File: src/rtl/crc_engine.sv
// Serial reflected CRC engine.
// It absorbs one frame bit per cycle into an LFSR. When the frame ends it does one of two things:
//   - generate mode: shifts the CRC out LSB first;
//   - check mode: reports whether the residue is zero.
module crc_engine #(
   parameter int               WIDTH = 8,
   parameter logic [WIDTH-1:0] POLY  = 8'hC4,
   parameter logic [WIDTH-1:0] SEED  = 8'hD8
) (
   input  logic clk,
   input  logic rst,
   input  logic data_in,
   input  logic active,
   input  logic check_mode,
   output logic crc_out,
   output logic crc_valid,
   output logic check_done,
   output logic crc_ok,
   output logic busy
);

   localparam int CW = $clog2(WIDTH + 1);

   typedef enum logic [1:0] {
      IDLE      = 2'd0,
      ABSORB    = 2'd1,
      SHIFT_OUT = 2'd2
   } state_t;

   state_t            state_q, state_d;
   logic [WIDTH-1:0]  lfsr, lfsr_d;
   logic [CW-1:0]     cnt_q, cnt_d;
   logic              mode_q, mode_d;
   logic              out_d, valid_d, done_d, ok_d;

   // One reflected LFSR step: the feedback is the outgoing bit XOR the incoming data bit.
   function automatic logic [WIDTH-1:0] absorb_bit(input logic [WIDTH-1:0] cur, input logic d);
      logic fb;
      fb = cur[0] ^ d;
      return (cur >> 1) ^ (fb ? POLY : '0);
   endfunction

   assign busy = (state_q != IDLE);

   // Next-state and next-output decode.
   // A frame start (from IDLE or aborting SHIFT_OUT) always absorbs into SEED.
   always_comb begin
      state_d = state_q;
      lfsr_d  = lfsr;
      cnt_d   = cnt_q;
      mode_d  = mode_q;
      out_d   = crc_out;
      valid_d = crc_valid;
      done_d  = 1'b0;
      ok_d    = crc_ok;
      case (state_q)
         IDLE: begin
            if (active) begin
               lfsr_d  = absorb_bit(SEED, data_in);
               mode_d  = check_mode;
               state_d = ABSORB;
            end
         end
         ABSORB: begin
            if (active) begin
               lfsr_d = absorb_bit(lfsr, data_in);
            end else if (!mode_q) begin
               cnt_d   = '0;
               state_d = SHIFT_OUT;
            end else begin
               ok_d    = (lfsr == '0);
               done_d  = 1'b1;
               state_d = IDLE;
            end
         end
         SHIFT_OUT: begin
            if (active) begin
               // A new frame aborts the remaining output bits.
               out_d   = 1'b0;
               valid_d = 1'b0;
               lfsr_d  = absorb_bit(SEED, data_in);
               mode_d  = check_mode;
               state_d = ABSORB;
            end else if (cnt_q == CW'(WIDTH)) begin
               out_d   = 1'b0;
               valid_d = 1'b0;
               state_d = IDLE;
            end else begin
               out_d   = lfsr[0];
               valid_d = 1'b1;
               lfsr_d  = lfsr >> 1;
               cnt_d   = cnt_q + CW'(1);
            end
         end
         default: begin
            out_d   = 1'b0;
            valid_d = 1'b0;
            state_d = IDLE;
         end
      endcase
   end

   // State, LFSR and registered outputs. Reset clears all of them immediately.
   always_ff @(posedge clk or negedge rst) begin
      if (!rst) begin
         state_q    <= IDLE;
         lfsr       <= SEED;
         cnt_q      <= '0;
         mode_q     <= 1'b0;
         crc_out    <= 1'b0;
         crc_valid  <= 1'b0;
         check_done <= 1'b0;
         crc_ok     <= 1'b0;
      end else begin
         state_q    <= state_d;
         lfsr       <= lfsr_d;
         cnt_q      <= cnt_d;
         mode_q     <= mode_d;
         crc_out    <= out_d;
         crc_valid  <= valid_d;
         check_done <= done_d;
         crc_ok     <= ok_d;
      end
   end

endmodule

File: config.mk
export PLATFORM = sky130hd
export DESIGN_NAME = crc_engine
export DESIGN_NICKNAME = d
export VERILOG_FILES = /design/src/rtl/crc_engine.sv
export SDC_FILE = /design/constraint.sdc
export NUM_CORES = 1
export LEC_CHECK = 0
export CAP_MARGIN = 15
export CELL_PAD_IN_SITES_DETAIL_PLACEMENT = 0
export CELL_PAD_IN_SITES_GLOBAL_PLACEMENT = 2
export CORE_MARGIN = 4
export CORE_UTILIZATION = 35
export CTS_CLUSTER_SIZE = 14
export DETAILED_ROUTE_END_ITERATION = 6
export GPL_ROUTABILITY_DRIVEN = 0
export HOLD_SLACK_MARGIN = 0.05
export PLACE_DENSITY_LB_ADDON = 0.2
export SETUP_SLACK_MARGIN = 0.3
export SLEW_MARGIN = 10
export SYNTH_ARGS = -nofsm -noshare
export SYNTH_HDL_FRONTEND = slang
export SYNTH_SLANG_ARGS = --single-unit
File: constraint.sdc
create_clock -name clk -period 2.3 [get_ports clk]
set_input_delay 0.46 -clock clk [delete_from_list [all_inputs] [get_ports clk]]
set_output_delay 0.46 -clock clk [all_outputs]
set_load 0.02 [all_outputs]
==> results.ini, run 1 <==
[logic_synthesis]
syn_inst=120
synth_fp_nets=131
netlist_area_um2=1120
yosysWarningCount=0
synth_area_per_cell_um2=9.32
synth_cell_types=31
synth-seq-cells=19
yosysSeqAreaShare=0.430

[route]
viasPerCell=4.95
initialDrtViolationCount=29
wl_per_cell_um=13.8
ant_nets=0
vias=876
wl_um=2440
first_pass_iters=4
drc=0

[critical_path]
worst_ep_arrival_time_ns=1.48
worstSetupPathType=reg2out
worstPathMaxFanout=7
critical_path_required_ns=1.84
critPathLaunchType=flip-flop
r2r_end=lfsr[3]
cp-end-kind=output pin
reg2reg_depth=5
reg2reg_setup_slack_ns=0.42
r2r_start=state_q[0]

[place]
dpl_cell_area_um2=1280
place_hpwl_um=1910
portBuffers=9

[global_route]
antenna_found_initial=0
track_usage=0.137
grt_pass1_wl_um=4480
grt_pass1_vias=912
grt_max_degree=15
globalRouteOverflowTotal=0

[sta]
fmax_ghz=0.515
fin_crit_sh=0.844
drv_slew=0
fin_worst_skew_ns=0.00775
setup_viol=0
tightest_slew_ns=0.449
rsz0062_at_grt=true
fin_setup_tns_ns=0
fin_crit_ns=1.94
max_slew_margin=0.700
finalHoldViolCount=0

[run]
cap_violations=0

[layout]
diodes=0
drive_gt1_frac=0.158
final_area_um2=1320
area_delta_synth_final_pct=18.3
layout_commonest_cell=dfrtp_1
final_nets=145
final_cell_mix=14 x dfrtp_1, 12 x inv_1, 12 x nand2_1, 12 x o21ai_0

[floorplanning]
die_w_um=64.5
die_h_um=64.5
die-area_um2=4160
ioPinCount=10
start_util=0.366
num_rows=20
core_area_um2=3050

[clock_tree]
ctsRootBufferMaster=clkbuf_4
cts_buffers=3
cts_max_path_buffers=2
cts_tree=built
insertion_delay_ns=0.30
htreeDepth=1
cts.sink_count=19
postCtsSetupRepairBufs=0
clkTransAtPathRegs_ns=0.12
cts_hold_buf=0

[run_status]
status=finished clean

[pwr]
p_leak_nw=0.548
power.density_nw_per_um2=1260
worst_ir_drop_vdd_uv=356

[min_path]
hp-class=in2async

==> synth_stat cells <==
cell | instances | share of area
and3b_1 | 1 | 0.0078
nand2_1 | 12 | 0.040
inv_1 | 12 | 0.040
nor2b_1 | 2 | 0.011
ha_1 | 6 | 0.067
nor3_1 | 1 | 0.0045
nor4_1 | 2 | 0.011
mux2i_1 | 2 | 0.018
a22o_1 | 5 | 0.039
dfstp_2 | 4 | 0.094
a211o_1 | 1 | 0.0078
o22ai_1 | 1 | 0.0056
o21ai_1 | 1 | 0.0045
a21oi_1 | 8 | 0.036
nand3_1 | 2 | 0.0089
buf_2 | 3 | 0.013
a22oi_1 | 1 | 0.0067
a221o_1 | 2 | 0.018
o211ai_1 | 1 | 0.0067
o21ai_0 | 12 | 0.054
nand4_1 | 1 | 0.0056
nor2_1 | 5 | 0.017
mux2_2 | 5 | 0.050
clkbuf_1 | 2 | 0.0067
dfrtp_1 | 15 | 0.34
nand2b_1 | 2 | 0.011
xnor2_1 | 3 | 0.023
a21o_1 | 1 | 0.0067
o31ai_1 | 4 | 0.027
or4b_1 | 1 | 0.0089
nand3b_1 | 2 | 0.013
==> worst max-delay path: stages, from the launching register on <==
cell and delay, ns:
dfrtp_2 0.44, inv_1 0.10, ha_4 0.18, inv_1 0.11
dlygate4sd2_1 0.35
==> repair_timing <==
| action | CTS | global route |
|---|---|---|
| setup endpoints to repair | 1 | 2 |
| endpoints found under the hold margin | 0 | 0 |
| resized for setup | 3 | 2 |
==> power by group <==
part | switching [mW] | internal, mW
Sequential | 0.113 | 0.475
Combinational | 0.481 | 0.423
Clock | 0.115 | 0.0662
==> layout make-up <==
cell class / count / area (um^2)
inverter: 12 / 45.0
clock inverter: 1 / 7.51
fill: 328 / 1730
sequential: 19 / 482
clock buffer: 3 / 22.5
timing repair buffer: 14 / 126
tap: 44 / 55.1
multi-input combinational: 84 / 586
==> state kept, by name (all words and copies together), names as in the netlist <==
signal / cells
check_done: 1
cnt_q: 4
mode_q: 1
crc_ok: 1
lfsr: 8
state_q: 2
crc_valid: 1
crc_out: 1
==> worst max-delay path by stage <==
stage,end,startpoint,cells after the start
after floorplan,cnt_q[3],state_q[1],6
after global placement,lfsr[2],active,4
after detailed placement,lfsr[2],active,4
after CTS,busy,state_q[1],4
after global routing,lfsr[3],state_q[0],5
final,busy,state_q[1],4
==> logic make-up after synthesis <==
| logic type | count (synthesis) | share of synthesized area |
|---|---|---|
| buf+inv | 17 | 0.0604 |
| compound gates | 37 | 0.211 |
| mux | 7 | 0.0682 |
| flops | 19 | 0.430 |
| simple gates | 31 | 0.140 |
| fa+ha+maj | 6 | 0.0671 |
| xor+xnor | 3 | 0.0235 |
==> metal layers <==
metal  vias up  track usage  wire, um
met5         -            0         0
met4         0       0.0554        18
met3         2       0.0243        86
met2         9        0.207      1070
met1       417        0.192      1260
li1        448            -         -
==> metrics by stage <==
| step | utilization | worst slack, ns | hold slack (ns) | std cells | total power [mW] |
|---|---|---|---|---|---|
| detailed placement | 0.419 | 0.191 | 0.489 | 173 | 1.46 |
| floorplan | - | 0.613 | 0.164 | 120 | 1.20 |
| finish | 0.434 | 0.358 | 0.451 | 177 | 1.67 |
| global placement | 0.419 | 0.215 | 0.485 | 173 | 1.44 |
| global route | 0.434 | 0.268 | 0.453 | 177 | 1.84 |
| CTS | 0.430 | 0.314 | 0.452 | 177 | 1.65 |
No activity file was read; power rests on OpenSTA's default activity.
==> run 2, diff against run 1 <==
Clock period 2.3 ns to 1.9 ns, I/O delays scaled along.
==> run 2 against run 1 <==
  * Global-route usage increased by 1.0 points
  * Routed wire length increased by 19%
  * Cell count increased by 11%
  * Non-clock buffer count increased by 18
  * Highest routed layer unchanged
==> results.ini, run 2 (synthesized netlist as in run 1, its figures left out) <==
[layout]
final_cell_mix=23 x buf_4, 14 x dfrtp_1, 11 x inv_1
max_flop_register=lfsr
n_fill_cell=296  ; -9.8%
layout_commonest_cell=buf_4
final_area_um2=1600  ; +21%
diodes=0  ; unchanged
reg_top3=lfsr: 8 flops, cnt_q: 4 flops, state_q: 2 flops
area_delta_synth_final_pct=43.1
stdcell_count=196  ; +11%
final_nets=164  ; +13%
drive_gt1_frac=0.375  ; +0.217
largest_reg_flops=8  ; unchanged

[pwr]
worst_ir_drop_vdd_uv=519  ; +46%
power.density_nw_per_um2=1580  ; +25%
p_leak_nw=0.710  ; +29%
power_frac_clock=0.090  ; -0.018
power.switching_mw=1.10  ; +55%
power.internal_mw=1.42  ; +48%
pwr-share-comb=0.627  ; +0.086
pwr-share-seq=0.282  ; -0.069
switching_share=0.435  ; +0.0122

[min_path]
hp-class=in2async

[critical_path]
slowest_stage=dfrtp_1
cp-end-kind=flip-flop
worstSetupPathType=reg2reg
critical_path_required_ns=2.16  ; +0.32 ns
cp_top_family=compound AO/OA/AOI/OAI gates
critPathLaunchType=flip-flop
r2r_start=state_q[1]
path_cells=buf_4 -> ha_4 -> nor2b_4 -> buf_4 -> a211o_4 -> a22o_1
path_common_cell=buf_4
reg2reg_depth=6  ; +1
worst_ep_arrival_time_ns=1.93  ; +0.45 ns
reg2reg_setup_slack_ns=0.23  ; -0.19 ns
crit_path_max_incr_delay_ns=0.40  ; -0.04 ns
r2r_end=lfsr[6]
critical_path_buf_inv_count=2  ; -1
worstPathMaxFanout=6  ; -1

[sta]
max_slew_margin=0.760  ; +0.0597
fin_crit_sh=0.879
rsz0062_at_grt=true
fin_crit_ns=1.67
fmax_ghz=0.599
layout_setup_ws_ns=0.229  ; -0.128 ns
finalHoldViolCount=0  ; unchanged
drv_slew=0  ; unchanged
tightest_slew_ns=0.361  ; -0.0882 ns
fin_setup_tns_ns=0  ; unchanged
setup_viol=0  ; unchanged
fin_worst_skew_ns=0.00419  ; -0.00356 ns

[route]
drc=0  ; unchanged
first_pass_iters=4  ; unchanged
initialDrtViolationCount=37  ; +28%
wl_um=2900  ; +19%
wl_per_cell_um=14.8  ; +7.5%
ant_nets=0  ; unchanged
viasPerCell=5.04  ; +1.9%
vias=988  ; +13%

[floorplanning]
die_w_um=64.5  ; unchanged
core_area_um2=3050  ; unchanged
die_h_um=64.5  ; unchanged
die-area_um2=4160  ; unchanged
ioPinCount=10  ; unchanged
start_util=0.366  ; unchanged
num_rows=20  ; unchanged

[clock_tree]
clkTransAtPathRegs_ns=0.13  ; about the same
cts_hold_buf=0  ; unchanged
cts.sink_count=19  ; unchanged
ctsRootBufferMaster=clkbuf_4
insertion_delay_ns=0.31  ; about the same
htreeDepth=1  ; unchanged
cts_tree=built
cts_buffers=3  ; unchanged
cts_max_path_buffers=2  ; unchanged

[global_route]
track_usage=0.147  ; +0.0102
grt_pass1_wl_um=4780  ; +6.8%
grt_pass1_vias=1011  ; +11%
globalRouteOverflowTotal=0  ; unchanged
antenna_found_initial=0  ; unchanged
grt_max_degree=20  ; +5

[run]
cap_violations=0  ; unchanged

[place]
dp.cells=185  ; +6.9%
portBuffers=9  ; unchanged
place_hpwl_um=1940  ; +1.6%
pre_cts_slack_ns=-0.180  ; -0.371 ns
dpl_cell_area_um2=1370  ; +7.4%

[run_status]
status=finished clean

run 2: changes by cell type in the layout (fill, tap and decap cells not counted), sizes merged:
cell and change:
a211o +1, buf +19, clkdlybuf4s50 -6, dlygate4sd2 +5
run 2: area by class of cell:
class                           count  area (um^2)  area share
Tap cell                           44         55.1      0.0344
Timing Repair Buffer               32          256       0.160
Multi-Input combinational cell     85          732       0.457
Clock inverter                      1         7.51     0.00469
Sequential cell                    19          482       0.301
Clock buffer                        3         22.5      0.0141
Inverter                           12         45.0      0.0281
run 2: layer usage:
layer  global-route usage  wire length [um]
met1                0.190              1340
met2                0.241              1400
met3               0.0225                83
met4               0.0686                73
met5                    0                 0
run 2: per-stage QoR:
step                      hold slack [ns]   util  power [mW]
after floorplan                    0.0844      -        1.45
after detailed placement            0.480  0.450        1.93
final                               0.377  0.524        2.52
after CTS                           0.389  0.488        2.29
after global placement              0.476  0.450        1.90
after global routing                0.398  0.524        2.72
run 2: worst max-delay path by stage:
stage	start	to	slack, ns	cells past startpoint
detailed placement	active	lfsr[6]	-0.18	5
finish	state_q[1]	lfsr[6]	0.23	6
global placement	active	lfsr[2]	-0.09	4
global route	state_q[0]	state_q[0]	0.18	7
CTS	state_q[1]	lfsr[7]	0.26	6
floorplan	state_q[1]	cnt_q[3]	0.27	6
run 2: repair_timing:
action / in CTS / in global routing
setup buffers: 5 / 1
setup endpoints to repair: 16 / 13
cloned: 0 / 1
pin swaps: 6 / 11
gates resized for setup: 23 / 22
run 2: worst register-to-register path: stages, from the launching register on:
cell and delay [ns]:
dfrtp_1 0.40, buf_4 0.15, ha_4 0.17, nor2b_4 0.14
buf_4 0.15, a211o_4 0.38, a22o_1 0.23
run 2: power groups by stage:
stage,Sequential [mW],Clock (mW),Combinational (mW)
after floorplan,0.703,0,0.751
final,0.712,0.228,1.58
after global placement,0.699,0,1.20
after global routing,0.726,0.249,1.75
after detailed placement,0.700,0,1.23
after CTS,0.695,0.234,1.36
==> run 3, diff against run 2 <==
Settings changed: CTS_CLUSTER_DIAMETER set to 80, CTS_CLUSTER_SIZE 14 to unset.
==> results of run 3 <==
Final layout, timing and power as in run 2 (identical DEF).
